$ cat src/rtl/led_pkg.sv
// Shared LED panel definitions: geometry, colour field
// offsets, scan FSM encoding and small helpers.
package led_pkg;

  localparam int LED_WIDTH     = 64;
  localparam int LED_ROWS_LOG2 = 5;
  localparam int LED_PLANES    = 8;

  localparam int R_OFS = 16;
  localparam int G_OFS = 8;
  localparam int B_OFS = 0;

  localparam int I_SHIFT   = 0;
  localparam int I_WAIT    = 1;
  localparam int I_BLANK   = 2;
  localparam int I_LATCH   = 3;
  localparam int I_UNLATCH = 4;
  localparam int I_UNBLANK = 5;

  typedef enum logic [5:0] {
    S_SHIFT   = 6'b000001,
    S_WAIT    = 6'b000010,
    S_BLANK   = 6'b000100,
    S_LATCH   = 6'b001000,
    S_UNLATCH = 6'b010000,
    S_UNBLANK = 6'b100000
  } scan_state_e;

  // {B,G,R} bit of plane p from a packed colour.
  function automatic logic [2:0] plane_bits(
    input logic [23:0] c,
    input logic [2:0]  p
  );
    logic [23:0] s;
    s = c >> p;
    return {s[B_OFS], s[G_OFS], s[R_OFS]};
  endfunction

  // The UNBLANK and BLANK cycles are part of the lit
  // window, so the timer only has to cover the rest.
  function automatic logic [15:0] on_load(
    input logic [7:0] base,
    input logic [2:0] p
  );
    logic [15:0] w;
    w = 16'(base) << p;
    return (w > 16'd2) ? w - 16'd2 : 16'd0;
  endfunction

endpackage

$ cat src/rtl/bcm_on_timer.sv
// Plane on-time down-counter: loads a weight, counts to
// zero every cycle and flags when it has expired.
module bcm_on_timer (
  input  logic        clk,
  input  logic        reset_n,
  input  logic        load,
  input  logic [15:0] load_val,
  output logic        zero
);

  logic [15:0] cnt_q;
  logic [15:0] cnt_d;

  // Load wins over counting; otherwise decrement to zero.
  always_comb begin
    cnt_d = cnt_q;
    if (load) begin
      cnt_d = load_val;
    end else if (cnt_q != 16'd0) begin
      cnt_d = cnt_q - 16'd1;
    end
  end

  // Counter register.
  always_ff @(posedge clk or negedge reset_n) begin
    if (!reset_n) begin
      cnt_q <= 16'd0;
    end else begin
      cnt_q <= cnt_d;
    end
  end

  assign zero = (cnt_q == 16'd0);

endmodule

$ cat src/rtl/bcm_scan_ctrl.sv
// BCM scan controller for a 64x64 HUB75 panel: shifts
// each bit-plane and weights its lit time by 2^plane.
module bcm_scan_ctrl
  import led_pkg::*;
#(
  parameter int WIDTH      = LED_WIDTH,
  parameter int ROWS_LOG2  = LED_ROWS_LOG2,
  parameter int PLANES     = LED_PLANES,
  parameter int BASE_TICKS = 1,
  parameter int PIX_LAT    = 1
) (
  input  logic                 clk,
  input  logic                 reset_n,
  output logic [6:0]           x,
  output logic [ROWS_LOG2-1:0] addr,
  output logic [12:0]          frame,
  input  logic [23:0]          rgb0,
  input  logic [23:0]          rgb1,
  output logic [2:0]           led_rgb0,
  output logic [2:0]           led_rgb1,
  output logic [ROWS_LOG2-1:0] led_addr,
  output logic                 led_blank,
  output logic                 led_latch,
  output logic                 sclk_ena
);

  localparam logic [7:0] SHIFT_LAST =
    8'(WIDTH + PIX_LAT - 1);

  scan_state_e state_q, state_d;

  logic [7:0]           cnt_q, cnt_d;
  logic [2:0]           plane_q, plane_d;
  logic [ROWS_LOG2-1:0] addr_q, addr_d;
  logic [12:0]          frame_q, frame_d;
  logic [2:0]           led_rgb0_q, led_rgb0_d;
  logic [2:0]           led_rgb1_q, led_rgb1_d;
  logic [ROWS_LOG2-1:0] led_addr_q, led_addr_d;
  logic                 led_blank_q, led_blank_d;
  logic                 led_latch_q, led_latch_d;
  logic                 sclk_ena_q, sclk_ena_d;

  logic        tmr_load;
  logic [15:0] tmr_val;
  logic        tmr_zero;

  assign tmr_val = on_load(8'(BASE_TICKS), plane_q);

  bcm_on_timer u_timer (
    .clk      (clk),
    .reset_n  (reset_n),
    .load     (tmr_load),
    .load_val (tmr_val),
    .zero     (tmr_zero)
  );

  // Next state, pixel shift and panel strobe sequencing.
  always_comb begin
    state_d     = state_q;
    cnt_d       = cnt_q;
    plane_d     = plane_q;
    addr_d      = addr_q;
    frame_d     = frame_q;
    led_rgb0_d  = led_rgb0_q;
    led_rgb1_d  = led_rgb1_q;
    led_addr_d  = led_addr_q;
    led_blank_d = led_blank_q;
    led_latch_d = led_latch_q;
    sclk_ena_d  = 1'b0;
    tmr_load    = 1'b0;
    unique case (1'b1)
      state_q[I_SHIFT]: begin
        cnt_d = cnt_q + 8'd1;
        // rgb now carries pixel cnt_q - PIX_LAT
        if (cnt_q >= 8'(PIX_LAT)) begin
          led_rgb0_d = plane_bits(rgb0, plane_q);
          led_rgb1_d = plane_bits(rgb1, plane_q);
          sclk_ena_d = 1'b1;
        end
        if (cnt_q == SHIFT_LAST) begin
          cnt_d   = 8'd0;
          state_d = S_WAIT;
        end
      end
      state_q[I_WAIT]: begin
        if (tmr_zero) begin
          state_d = S_BLANK;
        end
      end
      state_q[I_BLANK]: begin
        led_blank_d = 1'b1;
        led_addr_d  = addr_q;
        state_d     = S_LATCH;
      end
      state_q[I_LATCH]: begin
        led_latch_d = 1'b1;
        state_d     = S_UNLATCH;
      end
      state_q[I_UNLATCH]: begin
        led_latch_d = 1'b0;
        state_d     = S_UNBLANK;
      end
      state_q[I_UNBLANK]: begin
        led_blank_d = 1'b0;
        tmr_load    = 1'b1;
        if (plane_q == 3'(PLANES - 1)) begin
          plane_d = 3'd0;
          addr_d  = addr_q + 1'b1;
          if (addr_q == '1) begin
            frame_d = frame_q + 13'd1;
          end
        end else begin
          plane_d = plane_q + 3'd1;
        end
        state_d = S_SHIFT;
      end
      default: begin
        state_d = S_SHIFT;
      end
    endcase
  end

  // State and output registers; outputs dark on reset.
  always_ff @(posedge clk or negedge reset_n) begin
    if (!reset_n) begin
      state_q     <= S_SHIFT;
      cnt_q       <= 8'd0;
      plane_q     <= 3'd0;
      addr_q      <= '0;
      frame_q     <= 13'd0;
      led_rgb0_q  <= 3'd0;
      led_rgb1_q  <= 3'd0;
      led_addr_q  <= '0;
      led_blank_q <= 1'b1;
      led_latch_q <= 1'b0;
      sclk_ena_q  <= 1'b0;
    end else begin
      state_q     <= state_d;
      cnt_q       <= cnt_d;
      plane_q     <= plane_d;
      addr_q      <= addr_d;
      frame_q     <= frame_d;
      led_rgb0_q  <= led_rgb0_d;
      led_rgb1_q  <= led_rgb1_d;
      led_addr_q  <= led_addr_d;
      led_blank_q <= led_blank_d;
      led_latch_q <= led_latch_d;
      sclk_ena_q  <= sclk_ena_d;
    end
  end

  assign x = (cnt_q < 8'(WIDTH)) ? cnt_q[6:0] : 7'd0;

  assign addr      = addr_q;
  assign frame     = frame_q;
  assign led_rgb0  = led_rgb0_q;
  assign led_rgb1  = led_rgb1_q;
  assign led_addr  = led_addr_q;
  assign led_blank = led_blank_q;
  assign led_latch = led_latch_q;
  assign sclk_ena  = sclk_ena_q;

endmodule

$ cat config.mk
export PLATFORM = sky130hd
export DESIGN_NAME = bcm_scan_ctrl
export DESIGN_NICKNAME = d
export VERILOG_FILES = /design/src/rtl/led_pkg.sv /design/src/rtl/bcm_on_timer.sv /design/src/rtl/bcm_scan_ctrl.sv
export SDC_FILE = /design/constraint.sdc
export NUM_CORES = 1
export LEC_CHECK = 0
export ABC_AREA = 1
export CAP_MARGIN = 30
export CORE_ASPECT_RATIO = 2
export CORE_UTILIZATION = 55
export DETAILED_ROUTE_END_ITERATION = 8
export PLACE_DENSITY = 0.85
export SYNTH_ARGS = -nofsm -noshare
export SYNTH_HDL_FRONTEND = slang
export SYNTH_HIERARCHICAL = 1
export SYNTH_SLANG_ARGS = --single-unit
$ cat constraint.sdc
create_clock -name clk -period 3.1 [get_ports clk]
set_input_delay 0.62 -clock clk [delete_from_list [all_inputs] [get_ports clk]]
set_output_delay 0.62 -clock clk [all_outputs]
set_load 0.03 [all_outputs]
# After elaboration in Yosys (flattened, before gate mapping)
# Index checks and enable logic that the tools add are counted.
[totals]
input_bits = 50
register_bits = 65
wordCells = 53
output_inout_bits = 39
[op_classes]
n_addsub = 6
n_shift = 3
n_lt_le_gt_ge = 3
muxes = 14
reduce_logical = 9
n_eq_ne = 5
[op_table]
columns = ["operator", "count"]
rows = [
  ["16-bit two-way mux", 3],
  ["24-bit by 3-bit right shift with 17-bit output", 2],
  ["6-bit case mux with 5 select lines", 1],
  ["16-bit by 2-bit greater-than comparator with 1-bit output (second input constant)", 1],
  ["16-bit logical NOT", 1],
  ["16-bit nonzero test", 1],
  ["1-bit by 3-bit << shifter with 16-bit output (first input constant)", 1],
  ["16-bit by 1-bit subtractor with 16-bit output (second input constant)", 1],
  ["16-bit by 2-bit subtractor with 16-bit output (second input constant)", 1],
  ["13-bit by 1-bit adder with 13-bit output (second input constant)", 1],
  ["6-bit two-way mux", 2],
  ["8-bit by 1-bit adder with 8-bit output (second input constant)", 1],
  ["8-bit by 7-bit equality test with 1-bit output (second input constant)", 1],
  ["8-bit by 1-bit greater-or-equal comparator with 1-bit output (second input constant)", 1],
  ["8-bit by 7-bit < comparator with 1-bit output (second input constant)", 1],
  ["8-bit two-way mux", 1],
  ["7-bit two-way mux", 1],
  ["2-bit AND reduction", 3],
  ["2-bit nonzero test", 3],
  ["5-bit by 1-bit adder with 5-bit output (second input constant)", 1],
  ["5-bit equality test (second input constant)", 1],
  ["2-bit by 1-bit != test with 1-bit output (second input constant)", 2],
  ["1-bit case mux with 2 select lines", 2],
  ["3-bit by 1-bit adder with 3-bit output (second input constant)", 1],
  ["4 further kinds", 6],
]

# Depth between registers and ports, before layout
[depth]
ltp_word = 4
mapped_depth = 14
ltp_nobuf = 12

# Modules after synthesis
# The synthesis kept the hierarchy.
[by_module_without_submodules]
columns = ["mod", "cells_each", "area_each_um2", "seq_area_each_um2", "n_inst"]
rows = [
  ["bcm_scan_ctrl", 446, 3148.0, 1228.7, 1],
  ["bcm_on_timer", 167, 1184.9, 400.4, 1],
]

# Worst setup path before layout
# OpenSTA, ideal clock, no wires.
[synth_timing]
path_kind = "reg2reg"
from = "reg plane_q[0]"
to = "reg u_timer.cnt_q[7]"
synth_period_minus_slack_ns = 2.106
arrival_ns = 1.982
setup_time_ns = 0.124
required_time_ns = 2.976
path_stages_with_launch = 14
n_path_buf = 2
slack_ns = 0.994
path_cell_list = "dfrtp_1 > buf_2 > inv_2 > buf_4 > ha_1 > nand2_1 > ha_1 > nor2_1 > a21oi_1 > ha_1 > nor2_1 > nand2_1 > inv_1 > o21bai_2"
[synth_via]
elab_chain_cells = 4
word_cells_on_any_way = 5
classes_between = "1 x add/sub; 1 x order compare; 1 x shift; 2 x mux"
[synth_rtl]
columns = ["element", "line_no", "text"]
rows = [
  ["from (decl)", "bcm_scan_ctrl.sv:33", "logic [2:0] plane_q, plane_d;"],
  ["from (signal assigned)", "bcm_scan_ctrl.sv:140", "plane_q <= plane_d;"],
  ["1-bit by 3-bit << shifter with 16-bit output (*)", "led_pkg.sv:46", "w = 16'(base) << p;"],
  ["16-bit by 2-bit subtractor with 16-bit output or 16-bit by 2-bit greater-than comparator with 1-bit output (tied branches)", "led_pkg.sv:47", "return (w > 16'd2) ? w - 16'd2 : 16'd0;"],
  ["16-bit two-way mux (*)", "led_pkg.sv:47", ""],
  ["net tmr_val[7]", "bcm_scan_ctrl.sv:44", "logic [15:0] tmr_val;"],
  ["16-bit two-way mux (*)", "bcm_on_timer.sv:17", "if (load) begin"],
  ["to (signal assigned)", "bcm_on_timer.sv:29", "cnt_q <= cnt_d;"],
  ["to (decl)", "bcm_on_timer.sv:11", "logic [15:0] cnt_q;"],
]
# The timed path passes the listed nets; every way through them passes the cells marked *.
# A chain may end at the register's enable or synchronous reset.

==> flow_summary.ini <==
[logic_synthesis]
synth.lib_cells_used.distinct = 35
synth_async_sr_flop_share_pct = 100
synth_area_leaders = dfrtp_1, nand2_1, inv_1
largest_area_contributor_in_the_netlist = dfrtp_1
synth_seq_area_share_pct = 37.6
post_synth_edffs = 0
ys_ff_latch = 65
postSynth.topFlopCell = dfrtp_1
yosys_warnings = 6
synth.most_common_cell = nand2_1
yosys.area.top_type_share_pct = 36.4
ys_top_cells_by_count = nand2_1, inv_1, nand3_1, dfrtp_1, nor2_1
syn_avg_cell_area_um2 = 7.07
synthCells = 613
post_synth_instance_area_mm2 = 0.00433

[global_route]
grt_pass1_vias = 4259
grt_first_pass_wirelength_mm = 17.7
grt_antenna_before_repair = 0
globalRoute.totalOverflow = 0
global_route.usage.total_pct = 27.7
grt_max_degree = 66

[layout]
insertedDiodeCount = 0
nets = 767
sequential_cell_area_mm2 = 0.00163
multiInputGateArea_mm2 = 0.00225
filler_cell_count = 588
areaGrowthSynthToFinish_pct = 28.0
post_route_cells_drive_above_1_share_pct = 8.35

[clock_network]
worst_skew_pair.late_latency_ps = 330
cts.sinks = 65
cts-hold-fix-buffers = 0
post_cts_resize_count = 0
post-cts-setup-buffer-count = 0
ctsRootBufferMaster = clkbuf_16
cts_tree = done
cts.reportedPaths.clkPinSlew_ps = 50
cts-buffers-inserted = 9
clk_path_buf_depth = 2
cts.htree.levels = 3

[die]
core-area_mm2 = 0.00760
i_o_pin_count = 89
rows = 45
fp.dieArea_mm2 = 0.00826
floorplan.die.width_um = 64.8
dieHeight_um = 128
floorplan.initialDensity_pct = 57.0

[worst_setup_path]
reg2reg_setup_slack_ps = 860
path_common_cell = nor2_1
crit_slowest_cell = clkdlybuf4s50_1
critPathKind = reg2out
critical_path.max_fanout = 6
critical_path.max_stage_delay_ps = 680
endpoint_kind = output pin
required_ps = 2480
path_cells = nor2_1 > inv_1 > nor2_1 > clkdlybuf4s50_1
worst_ep_arrival_time_ps = 1800
crit_path_start_kind = flop

[timing]
hold_ws_ps = 418
tightestPinTransition_ps = 815
slew-limit-headroom_pct = 45.6
finalWorstPathRequiredPeriod_ps = 2420
max_freq_mhz = 413
worst_skew_ps = 7.59
final-setup-viol-count = 0
final.period_utilization_pct = 78.2
grt_setup_unrepaired = false
report.final.hold_viol_count = 0
totalNegativeSetupSlack_ps = 0
final_max_slew_viols = 0

[placement]
buffer_ports.inserted = 87
detailed_place_hpwl_mm = 7.66
gp_congestion = 0.953

[power]
design_power_total_mw = 1.93
seq_power_share_pct = 44.4
power_leakage_nw = 3.00
power.ir.vdd_worst_uv = 271
power_density_mw_per_mm2 = 348
switching_power_mw = 0.420
switching_share_pct = 21.8
pwr-share-clk_pct = 49.2
p_comb_share_pct = 6.4
power_report.internal_total_mw = 1.51

[detailed_routing]
post-route-drc-count = 0
drtPass1Iterations = 5
totalWireLength_mm = 10.4
number_of_nets_still_failing_antenna_checks_after_routing = 0
first_iter_violations = 226
via_per_inst = 5.24
via_count = 4199
post_drt_wl_per_cell_um = 13.0

[outcome]
outcome = finished clean

[job]
max_cap_viol_count = 0

[hold_path]
hold_path.class = reg2reg
==> cells in the final DEF, fill, tap and decap left out, types with 7 or more instances in the layout <==
cell type / instances
inv_1: 92
ha_1: 15
clkbuf_16: 9
nand3_1: 64
nand2_1: 205
clkdlybuf4s50_1: 86
nor2_2: 7
nor2_1: 57
dfrtp_1: 63
xor2_1: 12
nand4_1: 9
o21ai_0: 12
==> stage by stage <==
stage                     setup slack (ps)  instances  utilization (%)  area [um2]
after floorplan                        994        617                -        4350
after global placement                1020        785             69.2        5260
after detailed placement               916        785             69.2        5260
after CTS                              664        801             72.9        5540
after global routing                   546        801             72.9        5540
final                                  676        801             72.9        5540
==> sequential cells by signal, summed over array words and instances, names as in the netlist <==
signal and cells:
cnt_q 8, sclk_ena 1, u_timer/cnt_q 16, frame 13, led_rgb0 3, plane_q 3
state_q 6, led_blank 1, addr 5, led_rgb1 3, led_addr 5, led_latch 1
==> critical path, delay by kind of cell (launching register included) <==
kind,cells,cell delay [ps]
buffers and inverters,2,810
DFF,1,400
and+or+nand+nor,2,260
==> final timing paths <==
kind / cells after the start / start / endpoint
worst min register to register: 0 / state_q[3] / state_q[4]
worst min-delay path: 0 / state_q[3] / state_q[4]
max in group asynchronous: 2 / reset_n / u_timer/cnt_q[13]
worst max-delay path: 4 / cnt_q[7] / x[1]
worst max register to register: 11 / plane_q[1] / u_timer/cnt_q[7]
min in group asynchronous: 2 / reset_n / u_timer/cnt_q[8]
==> layout make-up <==
type,instances,area share [%]
clock inverters,4,0.497
repair buffers,93,16.4
multi-input cells,439,40.6
clock buffers,12,4.63
inverters,94,6.36
well taps,94,2.12
flip-flops and latches,65,29.4
==> logic make-up after synthesis <==
| family | share of synthesized area (%) |
|---|---|
| flip-flops | 37.6 |
| AO/OA/AOI/OAI | 3.26 |
| XOR/XNOR | 3.64 |
| buffers and inverters | 10.8 |
| other | 0.0865 |
| multiplexers | 0.260 |
| adder cells (fa/ha/maj) | 4.33 |
| AND/OR/NAND/NOR | 40.0 |
==> power by group through the flow <==
stage	sequential (mW)	clock [mW]	combinational [mW]
final	0.856	0.948	0.124
after global routing	0.856	1.00	0.140
after CTS	0.856	0.961	0.127
after detailed placement	0.870	0	0.126
after global placement	0.871	0	0.125
after floorplan	0.878	0	0.0280
==> metal layers <==
layer | global-route usage [%] | part of all wire [%] | wire length, um | vias to the layer above
li1 | - | - | - | 2049
met1 | 26.6 | 35 | 3700 | 1940
met2 | 52.3 | 56 | 5800 | 163
met3 | 5.00 | 4.3 | 447 | 47
met4 | 16.6 | 4.6 | 479 | 0
met5 | 0 | 0 | 0 | -
No activity file was read; power rests on OpenSTA's default activity.
